## src/rtl/pcs_tx_lane_unpacker_if.sv

```systemverilog
// MAC-side word bus and encoder-side byte bus of the TX lane unpacker.
interface pcs_tx_lane_unpacker_if #(
    parameter int unsigned DATA_WIDTH = 32
);
    logic [DATA_WIDTH-1:0]   MAC_TX_Data;
    logic [DATA_WIDTH/8-1:0] MAC_TX_Data_k;
    logic                    MAC_Data_En;
    logic [1:0]              Width_Mode;
    logic                    MAC_Ready;
    logic [7:0]              TxData;
    logic                    TxDataK;
    logic                    Encoder_en;
    logic                    Err_Width;
    logic                    Skp_Active;

    // MAC / test driver side
    modport master (
        output MAC_TX_Data, MAC_TX_Data_k, MAC_Data_En, Width_Mode,
        input  MAC_Ready, TxData, TxDataK, Encoder_en, Err_Width, Skp_Active
    );

    // Unpacker side
    modport slave (
        input  MAC_TX_Data, MAC_TX_Data_k, MAC_Data_En, Width_Mode,
        output MAC_Ready, TxData, TxDataK, Encoder_en, Err_Width, Skp_Active
    );
endinterface

```

## src/rtl/pcs_tx_lane_unpacker.sv

```systemverilog
// TX lane unpacker: queues MAC words of 1/2/4/8 bytes and emits one byte
// plus K flag per PCLK towards the 8b/10b encoder.
// Optional SKP ordered-set insertion is built when PCS_TX_SKP_INSERT_EN is defined.
module pcs_tx_lane_unpacker #(
    parameter int unsigned DATA_WIDTH   = 32,
    parameter int unsigned FIFO_DEPTH   = 4,
    parameter int unsigned SKP_INTERVAL = 1180
) (
    input  logic                    PCLK,
    input  logic                    RST_n,
    pcs_tx_lane_unpacker_if.slave   bus
);

    localparam int unsigned BYTES    = DATA_WIDTH / 8;
    localparam int unsigned MAX_MODE = $clog2(BYTES);
    localparam int unsigned PTR_W    = (FIFO_DEPTH > 1) ? $clog2(FIFO_DEPTH) : 1;
    localparam int unsigned CNT_W    = PTR_W + 1;
    localparam int unsigned REM_W    = $clog2(BYTES) + 1;

    localparam logic [1:0] ST_IDLE  = 2'd0;
    localparam logic [1:0] ST_SHIFT = 2'd1;
`ifdef PCS_TX_SKP_INSERT_EN
    localparam logic [1:0] ST_SKP   = 2'd2;
    localparam logic [7:0] COM_BYTE = 8'hBC;
    localparam logic [7:0] SKP_BYTE = 8'h1C;
`endif

    // Elaboration-time parameter sanity
    if (!(DATA_WIDTH == 8 || DATA_WIDTH == 16 || DATA_WIDTH == 32 || DATA_WIDTH == 64)) begin : g_bad_width
        $error("DATA_WIDTH must be 8, 16, 32 or 64");
    end
    if (FIFO_DEPTH < 2 || (FIFO_DEPTH & (FIFO_DEPTH - 1)) != 0) begin : g_bad_depth
        $error("FIFO_DEPTH must be a power of 2 and >= 2");
    end
    if (SKP_INTERVAL == 0 || SKP_INTERVAL > 65535) begin : g_bad_interval
        $error("SKP_INTERVAL must be 1..65535");
    end

    typedef struct packed {
        logic [DATA_WIDTH-1:0] data;
        logic [BYTES-1:0]      k;
        logic [1:0]            mode;
    } entry_t;

    entry_t               mem [FIFO_DEPTH];
    logic [PTR_W-1:0]     wr_ptr;
    logic [PTR_W-1:0]     rd_ptr;
    logic [CNT_W-1:0]     fifo_cnt;
    logic [CNT_W-1:0]     fifo_cnt_n;
    logic                 push_c;
    logic                 pop_c;
    logic                 mode_ok_c;
    logic [1:0]           mode_wr_c;
    entry_t               head;

    logic [1:0]            state, state_n;
    logic [DATA_WIDTH-1:0] sh_data, sh_data_n;
    logic [BYTES-1:0]      sh_k, sh_k_n;
    logic [REM_W-1:0]      rem, rem_n;
    logic                  boundary_c;
    logic [7:0]            tx_data_n;
    logic                  tx_k_n;
    logic                  tx_en_n;
`ifdef PCS_TX_SKP_INSERT_EN
    logic [1:0]            skp_idx, skp_idx_n;
    logic [15:0]           skp_cnt, skp_cnt_n;
    logic                  skp_act_n;
`endif

    assign push_c     = bus.MAC_Data_En & bus.MAC_Ready;
    assign mode_ok_c  = (bus.Width_Mode <= 2'(MAX_MODE));
    assign mode_wr_c  = mode_ok_c ? bus.Width_Mode : 2'(MAX_MODE);
    assign head       = mem[rd_ptr];
    assign fifo_cnt_n = fifo_cnt + CNT_W'(push_c) - CNT_W'(pop_c);

    // Word storage; contents need no reset since the pointers are flushed
    always_ff @(posedge PCLK) begin
        if (push_c) begin
            mem[wr_ptr] <= '{data: bus.MAC_TX_Data, k: bus.MAC_TX_Data_k, mode: mode_wr_c};
        end
    end

    // FIFO pointers, registered ready and sticky width error
    always_ff @(posedge PCLK) begin
        if (!RST_n) begin
            wr_ptr        <= '0;
            rd_ptr        <= '0;
            fifo_cnt      <= '0;
            bus.MAC_Ready <= 1'b0;
            bus.Err_Width <= 1'b0;
        end else begin
            if (push_c) begin
                wr_ptr <= wr_ptr + PTR_W'(1);
            end
            if (pop_c) begin
                rd_ptr <= rd_ptr + PTR_W'(1);
            end
            fifo_cnt      <= fifo_cnt_n;
            bus.MAC_Ready <= (fifo_cnt_n != CNT_W'(FIFO_DEPTH));
            if (push_c && !mode_ok_c) begin
                bus.Err_Width <= 1'b1;
            end
        end
    end

    // Unpacker state register and registered encoder-side outputs
    always_ff @(posedge PCLK) begin
        if (!RST_n) begin
            state          <= ST_IDLE;
            sh_data        <= '0;
            sh_k           <= '0;
            rem            <= '0;
            bus.TxData     <= 8'h00;
            bus.TxDataK    <= 1'b0;
            bus.Encoder_en <= 1'b0;
`ifdef PCS_TX_SKP_INSERT_EN
            skp_idx        <= 2'd0;
            skp_cnt        <= 16'd0;
            bus.Skp_Active <= 1'b0;
`endif
        end else begin
            state          <= state_n;
            sh_data        <= sh_data_n;
            sh_k           <= sh_k_n;
            rem            <= rem_n;
            bus.TxData     <= tx_data_n;
            bus.TxDataK    <= tx_k_n;
            bus.Encoder_en <= tx_en_n;
`ifdef PCS_TX_SKP_INSERT_EN
            skp_idx        <= skp_idx_n;
            skp_cnt        <= skp_cnt_n;
            bus.Skp_Active <= skp_act_n;
`endif
        end
    end

`ifndef PCS_TX_SKP_INSERT_EN
    assign bus.Skp_Active = 1'b0;
`endif

    // Next state: emit a byte per cycle; at word boundaries insert SKP or pop the next word
    always_comb begin
        state_n    = state;
        sh_data_n  = sh_data;
        sh_k_n     = sh_k;
        rem_n      = rem;
        pop_c      = 1'b0;
        boundary_c = 1'b0;
        tx_data_n  = 8'h00;
        tx_k_n     = 1'b0;
        tx_en_n    = 1'b0;
`ifdef PCS_TX_SKP_INSERT_EN
        skp_idx_n  = skp_idx;
        skp_cnt_n  = skp_cnt;
        skp_act_n  = 1'b0;
`endif
        case (state)
            ST_IDLE: boundary_c = 1'b1;
            ST_SHIFT: begin
                tx_data_n = sh_data[7:0];
                tx_k_n    = sh_k[0];
                tx_en_n   = 1'b1;
`ifdef PCS_TX_SKP_INSERT_EN
                skp_cnt_n = (skp_cnt == 16'hFFFF) ? skp_cnt : skp_cnt + 16'd1;
`endif
                if (rem == '0) begin
                    boundary_c = 1'b1;
                end else begin
                    sh_data_n = sh_data >> 8;
                    sh_k_n    = sh_k >> 1;
                    rem_n     = rem - REM_W'(1);
                end
            end
`ifdef PCS_TX_SKP_INSERT_EN
            ST_SKP: begin
                tx_data_n = (skp_idx == 2'd0) ? COM_BYTE : SKP_BYTE;
                tx_k_n    = 1'b1;
                tx_en_n   = 1'b1;
                skp_act_n = 1'b1;
                if (skp_idx == 2'd3) begin
                    skp_cnt_n  = 16'd0;
                    boundary_c = 1'b1;
                end else begin
                    skp_idx_n = skp_idx + 2'd1;
                end
            end
`endif
            default: state_n = ST_IDLE;
        endcase

        if (boundary_c) begin
`ifdef PCS_TX_SKP_INSERT_EN
            if (skp_cnt_n >= 16'(SKP_INTERVAL)) begin
                state_n   = ST_SKP;
                skp_idx_n = 2'd0;
            end else
`endif
            if (fifo_cnt != '0) begin
                pop_c     = 1'b1;
                sh_data_n = head.data;
                sh_k_n    = head.k;
                rem_n     = REM_W'((32'd1 << head.mode) - 32'd1);
                state_n   = ST_SHIFT;
            end else begin
                state_n = ST_IDLE;
            end
        end
    end

endmodule

```

## src/flat_wrapper.sv

```systemverilog
// flat-port wrapper written by rule: the top's interface ports become plain ports
module pcs_tx_lane_unpacker_flat 
#(
    parameter int unsigned DATA_WIDTH   = 32,
    parameter int unsigned FIFO_DEPTH   = 4,
    parameter int unsigned SKP_INTERVAL = 1180
)
  (PCLK, RST_n, bus_MAC_TX_Data, bus_MAC_TX_Data_k, bus_MAC_Data_En, bus_Width_Mode, bus_MAC_Ready, bus_TxData, bus_TxDataK, bus_Encoder_en, bus_Err_Width, bus_Skp_Active);
  pcs_tx_lane_unpacker_if #(.DATA_WIDTH(DATA_WIDTH)) bus_i ();
  input  logic PCLK;
  input  logic RST_n;
  input wire logic [$bits(bus_i.MAC_TX_Data)-1:0] bus_MAC_TX_Data;
  input wire logic [$bits(bus_i.MAC_TX_Data_k)-1:0] bus_MAC_TX_Data_k;
  input wire logic [$bits(bus_i.MAC_Data_En)-1:0] bus_MAC_Data_En;
  input wire logic [$bits(bus_i.Width_Mode)-1:0] bus_Width_Mode;
  output wire logic [$bits(bus_i.MAC_Ready)-1:0] bus_MAC_Ready;
  output wire logic [$bits(bus_i.TxData)-1:0] bus_TxData;
  output wire logic [$bits(bus_i.TxDataK)-1:0] bus_TxDataK;
  output wire logic [$bits(bus_i.Encoder_en)-1:0] bus_Encoder_en;
  output wire logic [$bits(bus_i.Err_Width)-1:0] bus_Err_Width;
  output wire logic [$bits(bus_i.Skp_Active)-1:0] bus_Skp_Active;
  assign bus_i.MAC_TX_Data = bus_MAC_TX_Data;
  assign bus_i.MAC_TX_Data_k = bus_MAC_TX_Data_k;
  assign bus_i.MAC_Data_En = bus_MAC_Data_En;
  assign bus_i.Width_Mode = bus_Width_Mode;
  assign bus_MAC_Ready = bus_i.MAC_Ready;
  assign bus_TxData = bus_i.TxData;
  assign bus_TxDataK = bus_i.TxDataK;
  assign bus_Encoder_en = bus_i.Encoder_en;
  assign bus_Err_Width = bus_i.Err_Width;
  assign bus_Skp_Active = bus_i.Skp_Active;
  pcs_tx_lane_unpacker #(.DATA_WIDTH(DATA_WIDTH), .FIFO_DEPTH(FIFO_DEPTH), .SKP_INTERVAL(SKP_INTERVAL)) u_core (.PCLK(PCLK), .RST_n(RST_n), .bus(bus_i));
endmodule
```

## config.mk

```make
export PLATFORM = sky130hd
export DESIGN_NAME = pcs_tx_lane_unpacker_flat
export DESIGN_NICKNAME = d
export VERILOG_FILES = /design/src/rtl/pcs_tx_lane_unpacker_if.sv /design/src/rtl/pcs_tx_lane_unpacker.sv /design/src/flat_wrapper.sv
export SDC_FILE = /design/constraint.sdc
export NUM_CORES = 1
export LEC_CHECK = 0
export CORE_ASPECT_RATIO = 1.5
export CORE_MARGIN = 1
export CORE_UTILIZATION = 30
export CTS_CLUSTER_SIZE = 30
export DETAILED_ROUTE_END_ITERATION = 16
export GPL_TIMING_DRIVEN = 0
export PLACE_DENSITY = 0.42
export SLEW_MARGIN = 30
export SYNTH_ARGS = -nofsm -noshare
export SYNTH_HDL_FRONTEND = slang
export SYNTH_SLANG_ARGS = --single-unit
```

## constraint.sdc

```tcl
create_clock -name PCLK -period 3.7 [get_ports PCLK]
set_clock_uncertainty 0.05 [all_clocks]
set_input_delay 0.74 -clock PCLK [delete_from_list [all_inputs] [get_ports PCLK]]
set_output_delay 0.74 -clock PCLK [all_outputs]
set_load 0.1 [all_outputs]
```

* Word-level counts from Yosys, hierarchy flattened
Memory sizes are Yosys's and may differ from the RTL's. A register that Yosys moved wholly into a read port is not among the register bits.
Index checks and enable logic that the tools add are counted.
** Storage, ports and cells
- Output and inout port bits :: 13
- Flip-flop bits (word level) :: 60
- Memories kept :: 1
- Bits of input ports :: 41
- Memory bits (writable) :: 152
** Memories
- u_core.mem :: depth 4, width 38, read ports 1, clocked after Yosys merged registers in 1, wr ports 1, line pcs_tx_lane_unpacker.sv:45 : entry_t mem [FIFO_DEPTH];
** Cells by class
- Magnitude comparators :: 1
- Add/subtract/negate cells :: 6
- Bitwise logic cells :: 1
- Reductions and logical operators :: 7
- Equal/unequal tests :: 3
- Multiplexer cells :: 25
- Shift-type cells :: 1
** Operators with widths (count)
- 32-bit two-way mux :: 4
- 4-bit two-way mux :: 4
- 3-bit two-way mux :: 4
- 2-bit two-way mux :: 5
- 1-bit two-way mux :: 7
- 3-bit by 1-bit subtractor with 3-bit output (second input constant) :: 2
- 2-bit by 1-bit adder with 2-bit output (second input constant) :: 2
- 3-bit by 1-bit adder with 3-bit output :: 1
- 3-bit logical NOT :: 1
- 3-bit inequality test (second input constant) :: 1
- 3-bit nonzero test :: 1
- 1-bit by 2-bit << shifter with 3-bit output (first input constant) :: 1
- 3-bit by 1-bit subtractor with 3-bit output :: 1
- 2-bit by 1-bit equality test with 1-bit output (second input constant) :: 1
- 2-bit less-or-equal comparator (second input constant) :: 1
- 2-bit logical NOT :: 1
- 2-bit by 1-bit inequality test with 1-bit output (second input constant) :: 1
- 1-bit case mux with 2 select lines :: 1
- 2-bit AND reduction :: 1
- 2-bit OR reduction :: 1
- 1-bit AND :: 1
- 1-bit logical AND :: 1
- 1-bit logical NOT :: 1

* Depth between registers and ports, before layout
Gate-level depths: netlist of the first run.
- Depth in word-level cells :: 6
- Depth in mapped cells :: 11

* Least setup slack after synthesis of the first run
No wires, ideal clock.
- Path type :: register to register
- From :: register u_core.bus.MAC_Ready
- To :: memory u_core.mem[0][0] in the netlist's numbering, enable pin
- Path slack :: 1165 ps
- Required time :: 3251 ps
- Stages on the path, launching flop included :: 2
- Buffers on the path :: 0
- Setup time :: 399 ps
- Arrival :: 2086 ps
- Cells stage by stage :: dfxtp_1 and3_1
** On the way
- Cells in the longest elaborated chain, start to end :: 3
** RTL lines
- from (decl) :: line pcs_tx_lane_unpacker_if.sv:25 : output MAC_Ready, TxData, TxDataK, Encoder_en, Err_Width, Skp_Active
- from (signal assigned) :: line pcs_tx_lane_unpacker.sv:99 : bus.MAC_Ready <= (fifo_cnt_n != CNT_W'(FIFO_DEPTH));
- 1-bit AND :: line pcs_tx_lane_unpacker.sv:70 : assign push_c = bus.MAC_Data_En & bus.MAC_Ready;
- 1-bit two-way mux :: line pcs_tx_lane_unpacker.sv:78 : if (push_c) begin
- 1-bit two-way mux (not written as such) :: line pcs_tx_lane_unpacker.sv:79 : mem[wr_ptr] <= '{data: bus.MAC_TX_Data, k: bus.MAC_TX_Data_k, mode: mode_wr_c};
- to (decl) :: line pcs_tx_lane_unpacker.sv:45
Every way passes these cells.

* Worst setup path after layout of the first run
- From :: register u_core.bus.MAC_Ready
- To :: output bus_MAC_Ready
** RTL lines
- to (decl) :: line flat_wrapper.sv:16 : output wire logic [$bits(bus_i.MAC_Ready)-1:0] bus_MAC_Ready;
No word-level cell between the ends.

==> results of run 1 <==
[registers in the layout (all words and copies together), names as in the netlist, 2 cells and up, named ones only]
name               cells
u_core.bus.TxData      8
u_core.fifo_cnt        3
u_core.mem           152
u_core.rd_ptr          2
u_core.rem             3
u_core.sh_data        32
u_core.sh_k            4
u_core.wr_ptr          2
[synthesized netlist by cell type (2+ instances only)]
| master | number |
|---|---|
| buf_4 | 4 |
| and2_1 | 4 |
| nand2_1 | 79 |
| mux4_2 | 34 |
| buf_2 | 5 |
| mux4_1 | 4 |
| dfxtp_1 | 61 |
| and3_1 | 13 |
| inv_1 | 10 |
| or3_1 | 2 |
| edfxtp_1 | 152 |
| a21oi_1 | 15 |
| a31oi_1 | 30 |
| nand2b_1 | 2 |
| o21ai_0 | 29 |
| ha_1 | 8 |
| nand3_1 | 2 |
| nor3_1 | 2 |
| clkbuf_1 | 20 |
| xnor2_1 | 5 |
| nor2_1 | 7 |
[logic make-up after synthesis]
family | count (synthesis) | synth area share [%]
other cells | 1 | 0.0474
compound gates | 76 | 5.36
xor+xnor | 5 | 0.554
buf+inv | 41 | 2.31
flops | 213 | 73.1
simple gates | 112 | 6.07
mux | 38 | 11.0
fa+ha+maj | 9 | 1.52
[layout make-up]
type                    count  area (um2)  share of cell area [%]
plain buffers              30         141                    1.47
clock buffers              34         624                    6.50
clock inverters             4        27.5                   0.286
inverters                  11        41.3                   0.430
multi-input cells         241        1960                    20.4
flip-flops and latches    213        5790                    60.2
well taps                 333         417                    4.34
repair buffers             56         608                    6.33
[metrics by stage]
step                power (uW)  setup slack (ns)  area [um2]  std cells  utilization, %
floorplan                 4580              1.16        7910        495               -
global placement          5220            0.0875        8850        880            34.2
detailed placement        5280             0.872        8960        884            34.6
finish                    7200             0.856        9610        922            37.2
CTS                       7320             0.820        9610        922            37.2
global route              7610             0.779        9610        922            37.2
[power by group]
group	switching, uW	internal (uW)	leakage, uW
Combinational	1240	793	0.000977
Sequential	173	2980	0.00188
Clock	866	1160	0.000321
Total	2270	4930	0.00318
[layer usage]
layer | wire length [um] | global-route usage, % | vias to the layer above
met3 | 607 | 2.17 | 17
li1 | - | - | 2031
met2 | 9560 | 24.7 | 84
met4 | 252 | 3.73 | 0
met1 | 6550 | 14.4 | 2191
met5 | 0 | 0 | -
[worst max-delay path by stage]
stage                         startpoint                   end  slack [ns]
finish              u_core.bus.MAC_Ready         bus_MAC_Ready        0.86
detailed placement       bus_MAC_Data_En  u_core.bus.MAC_Ready        0.87
CTS                 u_core.bus.MAC_Ready         bus_MAC_Ready        0.82
global route        u_core.bus.MAC_Ready         bus_MAC_Ready        0.78
floorplan           u_core.bus.MAC_Ready      u_core.mem[0][0]        1.16
global placement         bus_MAC_Data_En     u_core.mem[1][10]        0.09
==> run_results.csv, run 1 <==
group,metric,value,unit
synthesis,synth_area_per_cell,16.0,um2
clock_network,root_buffer,"clkbuf_16",
critical_path,r2r-start,"u_core.fifo_cnt[1]",
synthesis,synth_top_flop_cell,"edfxtp_1",
timing,hold_viol,0,
critical_path,rr_worst_depth,9,
timing,slew_violations,0,
die,fp.dieArea,27000,um2
final_layout,fill_cells,2434,
grt,grt_pass1_wl,26300,um
critical_path,critPathKind,"register to output pin",
grt,antenna_found_initial,0,
placement,port_buffers,52,
clock_network,post_cts_buffers,0,
synthesis,synth_nets,545,
grt,grt_overflow,0,
pwr,peakVddDrop,282,uV
timing,period_needed,2.84,ns
clock_network,cts-htree-levels,1,
grt,grt_max_degree,35,
synthesis,synth_cell_types,28,
drt,totalWireLength,17000,um
drt,wl_per_cell,18.4,um
synthesis,synth_top_area_cell,"edfxtp_1",
drt,via_count,4323,
clock_network,hold_buffers,0,
final_layout,drive_gt1_share,13.9,%
synthesis,synth_seq_cells,213,
synthesis,synth_edf_count,152,
drt,drtAntennaViolNets,0,
synthesis,ys.warnings.count,0,
final_layout,nets,624,
timing,setup_tns,0,ns
die,fp.dieW,135,um
synthesis,async_flop_share,0,%
outcome,status,"completed",
clock_network,post_cts_resized,0,
critical_path,critical_path_buf_inv_count,1,
synthesis,synth_area_leaders,"edfxtp_1 58%, dfxtp_1 15%, mux4_2 9.7%, nand2_1 3.7%, a31oi_1 2.4%",
clock_network,clkTransAtPathRegs,0.06,ns
critical_path,r2r-end,"u_core.bus.MAC_Ready",
grt,grt_usage,12.9,%
final_layout,layout_commonest_cell,"edfxtp_1",
placement,dpl.hpwl,11300,um
synthesis,yosysSeqAreaShare,73.1,%
drt,viasPerCell,4.69,
timing,fmax,0.352,GHz
grt,grt_pass1_vias,4658,
critical_path,rrSetupSlack,1.11,ns
critical_path,cp_data_arrival_time,2.05,ns
critical_path,max_stage_delay,1.16,ns
clock_network,cts_num_sinks,213,
critical_path,crit_slowest_cell,"clkdlybuf4s50_1",
die,die_y,201,um
critical_path,path_max_fanout,6,
flow_run,maxCapViolCount,0,
die,io_pins,54,
timing,slew-limit-headroom,35.4,%
clock_network,cts_tree,"done",
synthesis,synth.cell_area,7910,um2
critical_path,crit_cells,1,
final_layout,final_cell_mix,"152 x edfxtp_1, 79 x nand2_1, 61 x dfxtp_1, 52 x clkdlybuf4s50_1, 34 x mux4_2",
synthesis,synth_top_area_share,57.7,%
min_path,hold_end,"u_core.sh_data[30]",
min_path,hold_start,"u_core.sh_data[30]",
critical_path,critical_path.cell_chain,"clkdlybuf4s50_1",
clock_network,clock_latency,0.50,ns
timing,hold_ws,0.399,ns
die,start_util,30.6,%
drt,dr.pass1.iters,4,
critical_path,cp-end-kind,"output pin",
timing,worstMarginPinSlew,0.966,ns
timing,fin_crit_sh,76.9,%
timing,setup-violations-final,0,
placement,finalWeightedCongestion,0.757,
timing,rsz0062_at_grt,"no",
clock_network,cts_buffers,21,
die,num_rows,72,
critical_path,start_kind,"register",
die,core,25900,um2
clock_network,cts_buffer_depth,3,
critical_path,cp_top_family,"buffers and inverters",
pwr,power_density,749,nW/um2
drt,drt_iter0_drc,215,
min_path,holdPathStages,2,
critical_path,cp.required,2.91,ns
min_path,hold_path.class,"register to register",
final_layout,area_growth,21.4,%
synthesis,syn_inst,495,
drt,drc_errors,0,
final_layout,antenna_cells,0,
pwr,p_leak,0.00318,uW
No activity file was read; power rests on OpenSTA's default activity.
==> run 2, diff against run 1 <==
PLACE_DENSITY = 0.44   (was 0.42)
clock period = 2.3 ns   (was 3.7 ns; I/O delays follow)
==> run_results.csv, run 2 (synthesis gave the netlist of run 1 again) <==
group,metric,value,unit
outcome,status,"completed",
critical_path,cp-end-kind,"register",
pwr,power_density,1230,nW/um2
critical_path,rr_worst_depth,11,
critical_path,r2r-end,"u_core.bus.MAC_Ready",
pwr,peakVddDrop,465,uV
placement,finalWeightedCongestion,0.774,
grt,grt-busiest-layer,"met2",
drt,drt_iter0_drc,233,
grt,grt_util_met3,1.94,%
min_path,holdPathStages,2,
pwr,p_total,11800,uW
min_path,hold_path.class,"register to register",
timing,hold_viol,0,
drt,dr.pass1.iters,6,
timing,slew-limit-headroom,36.3,%
clock_network,cts_tree,"done",
final_layout,top_regs,"u_core.mem: 152 flops, u_core.sh_data: 32 flops, u_core.bus.TxData: 8 flops",
grt,grt_max_degree,39,
pwr,p_leak,0.00325,uW
clock_network,cts_buffers,21,
placement,dpl.hpwl,10600,um
timing,worst_slack,0.0725,ns
timing,fin_crit_sh,96.8,%
die,num_rows,72,
die,fp.dieArea,27000,um2
drt,wl_per_cell,17.9,um
final_layout,antenna_cells,0,
min_path,hold_end,"u_core.sh_k[3]",
grt,gr-usage-met1,14.4,%
grt,antenna_found_initial,0,
timing,fmax,0.449,GHz
grt,use_met2,24.2,%
timing,slew_violations,0,
final_layout,postLayoutCoreUtil,37.2,%
critical_path,critPathKind,"register to register",
placement,preCtsSetupSlack,-0.311,ns
critical_path,start_kind,"register",
final_layout,largest_register_ffs,152,
die,die_y,201,um
final_layout,regMostFlops,"u_core.mem",
die,fp.dieW,135,um
grt,grt_overflow,0,
die,start_util,30.6,%
grt,grt_pass1_vias,4616,
placement,port_buffers,52,
clock_network,hold_buffers,0,
clock_network,cts_num_sinks,213,
critical_path,rrSetupSlack,0.07,ns
critical_path,cp.required,2.61,ns
drt,drtAntennaViolNets,0,
final_layout,drive_gt1_share,16.4,%
die,io_pins,54,
clock_network,clkTransAtPathRegs,0.06,ns
final_layout,area_growth,21.7,%
drt,drc_errors,0,
die,core,25900,um2
critical_path,path_max_fanout,2,
grt,grt_usage,12.7,%
timing,hold_ws,0.403,ns
final_layout,final_cell_mix,"152 x edfxtp_1, 79 x nand2_1, 59 x dfxtp_1, 40 x clkdlybuf4s50_1, 34 x mux4_2",
timing,rsz0062_at_grt,"no",
critical_path,r2r-start,"u_core.rem[1]",
final_layout,layout_commonest_cell,"edfxtp_1",
clock_network,cts_buffer_depth,3,
clock_network,cts-htree-levels,1,
clock_network,root_buffer,"clkbuf_16",
timing,setup-violations-final,0,
drt,totalWireLength,16500,um
grt,grt_pass1_wl,25900,um
drt,viasPerCell,4.62,
final_layout,nets,626,
timing,worstMarginPinSlew,0.959,ns
critical_path,cp_data_arrival_time,2.54,ns
flow_run,maxCapViolCount,0,
min_path,hold_start,"u_core.sh_k[3]",
drt,via_count,4266,
clock_network,clock_latency,0.49,ns
timing,period_needed,2.23,ns
run 2: final cells by class:
cell class,instances,area (um2)
Timing Repair Buffer,58,551
Clock inverter,9,96.3
Multi-Input combinational cell,241,2010
Clock buffer,28,582
Buffer,30,141
Fill cell,2427,16200
Sequential cell,213,5790
Tap cell,333,417
Inverter,11,41.3
run 2: layer usage:
| metal | vias to the layer above | wire length (um) | share of wire (%) |
|---|---|---|---|
| li1 | 2028 | - | - |
| met1 | 2146 | 6360 | 38 |
| met2 | 74 | 9310 | 56 |
| met3 | 18 | 598 | 3.6 |
| met4 | 0 | 265 | 1.6 |
| met5 | - | 0 | 0 |
run 2: worst max-delay path by stage:
stage / start / to / slack, ns / depth (start not counted)
floorplan: u_core.fifo_cnt[1] / u_core.fifo_cnt[2] / 0.007 / 9
global placement: u_core.fifo_cnt[1] / u_core.bus.MAC_Ready / -0.32 / 9
detailed placement: u_core.fifo_cnt[1] / u_core.bus.MAC_Ready / -0.31 / 9
CTS: u_core.rem[1] / u_core.bus.MAC_Ready / 0.02 / 11
global route: u_core.rem[1] / u_core.bus.MAC_Ready / 0.001 / 11
finish: u_core.rem[1] / u_core.bus.MAC_Ready / 0.07 / 11
run 2: stage by stage:
step / TNS [ns] / cells / cell area (um2)
after global routing: 0 / 923 / 9630
after global placement: -23.77 / 880 / 8850
after CTS: 0 / 918 / 9590
final: 0 / 923 / 9630
after floorplan: 0 / 495 / 7920
after detailed placement: -0.701 / 880 / 8870
run 2: report_power, final:
| group | switching, uW | leakage, uW | internal (uW) |
|---|---|---|---|
| Combinational | 2000 | 0.00103 | 1350 |
| Clock | 1380 | 0.000335 | 2000 |
| Sequential | 298 | 0.00188 | 4790 |
run 2: critical path, cell delays in order (launching register included):
cell,delay [ns]
dfxtp_2,0.34
inv_2,0.05
ha_4,0.16
nand2b_4,0.07
a21oi_2,0.07
ha_1,0.29
inv_1,0.04
ha_2,0.18
fa_2,0.40
xnor2_2,0.15
xnor2_1,0.19
a21oi_1,0.10
run 2: repair_timing:
| action | in CTS | in global routing |
|---|---|---|
| endpoints found under the setup margin | 15 | 2 |
| pin swaps | 1 | 7 |
| cloned | 0 | 0 |
| buffers inserted | 1 | 5 |
| gates resized for setup | 20 | 4 |
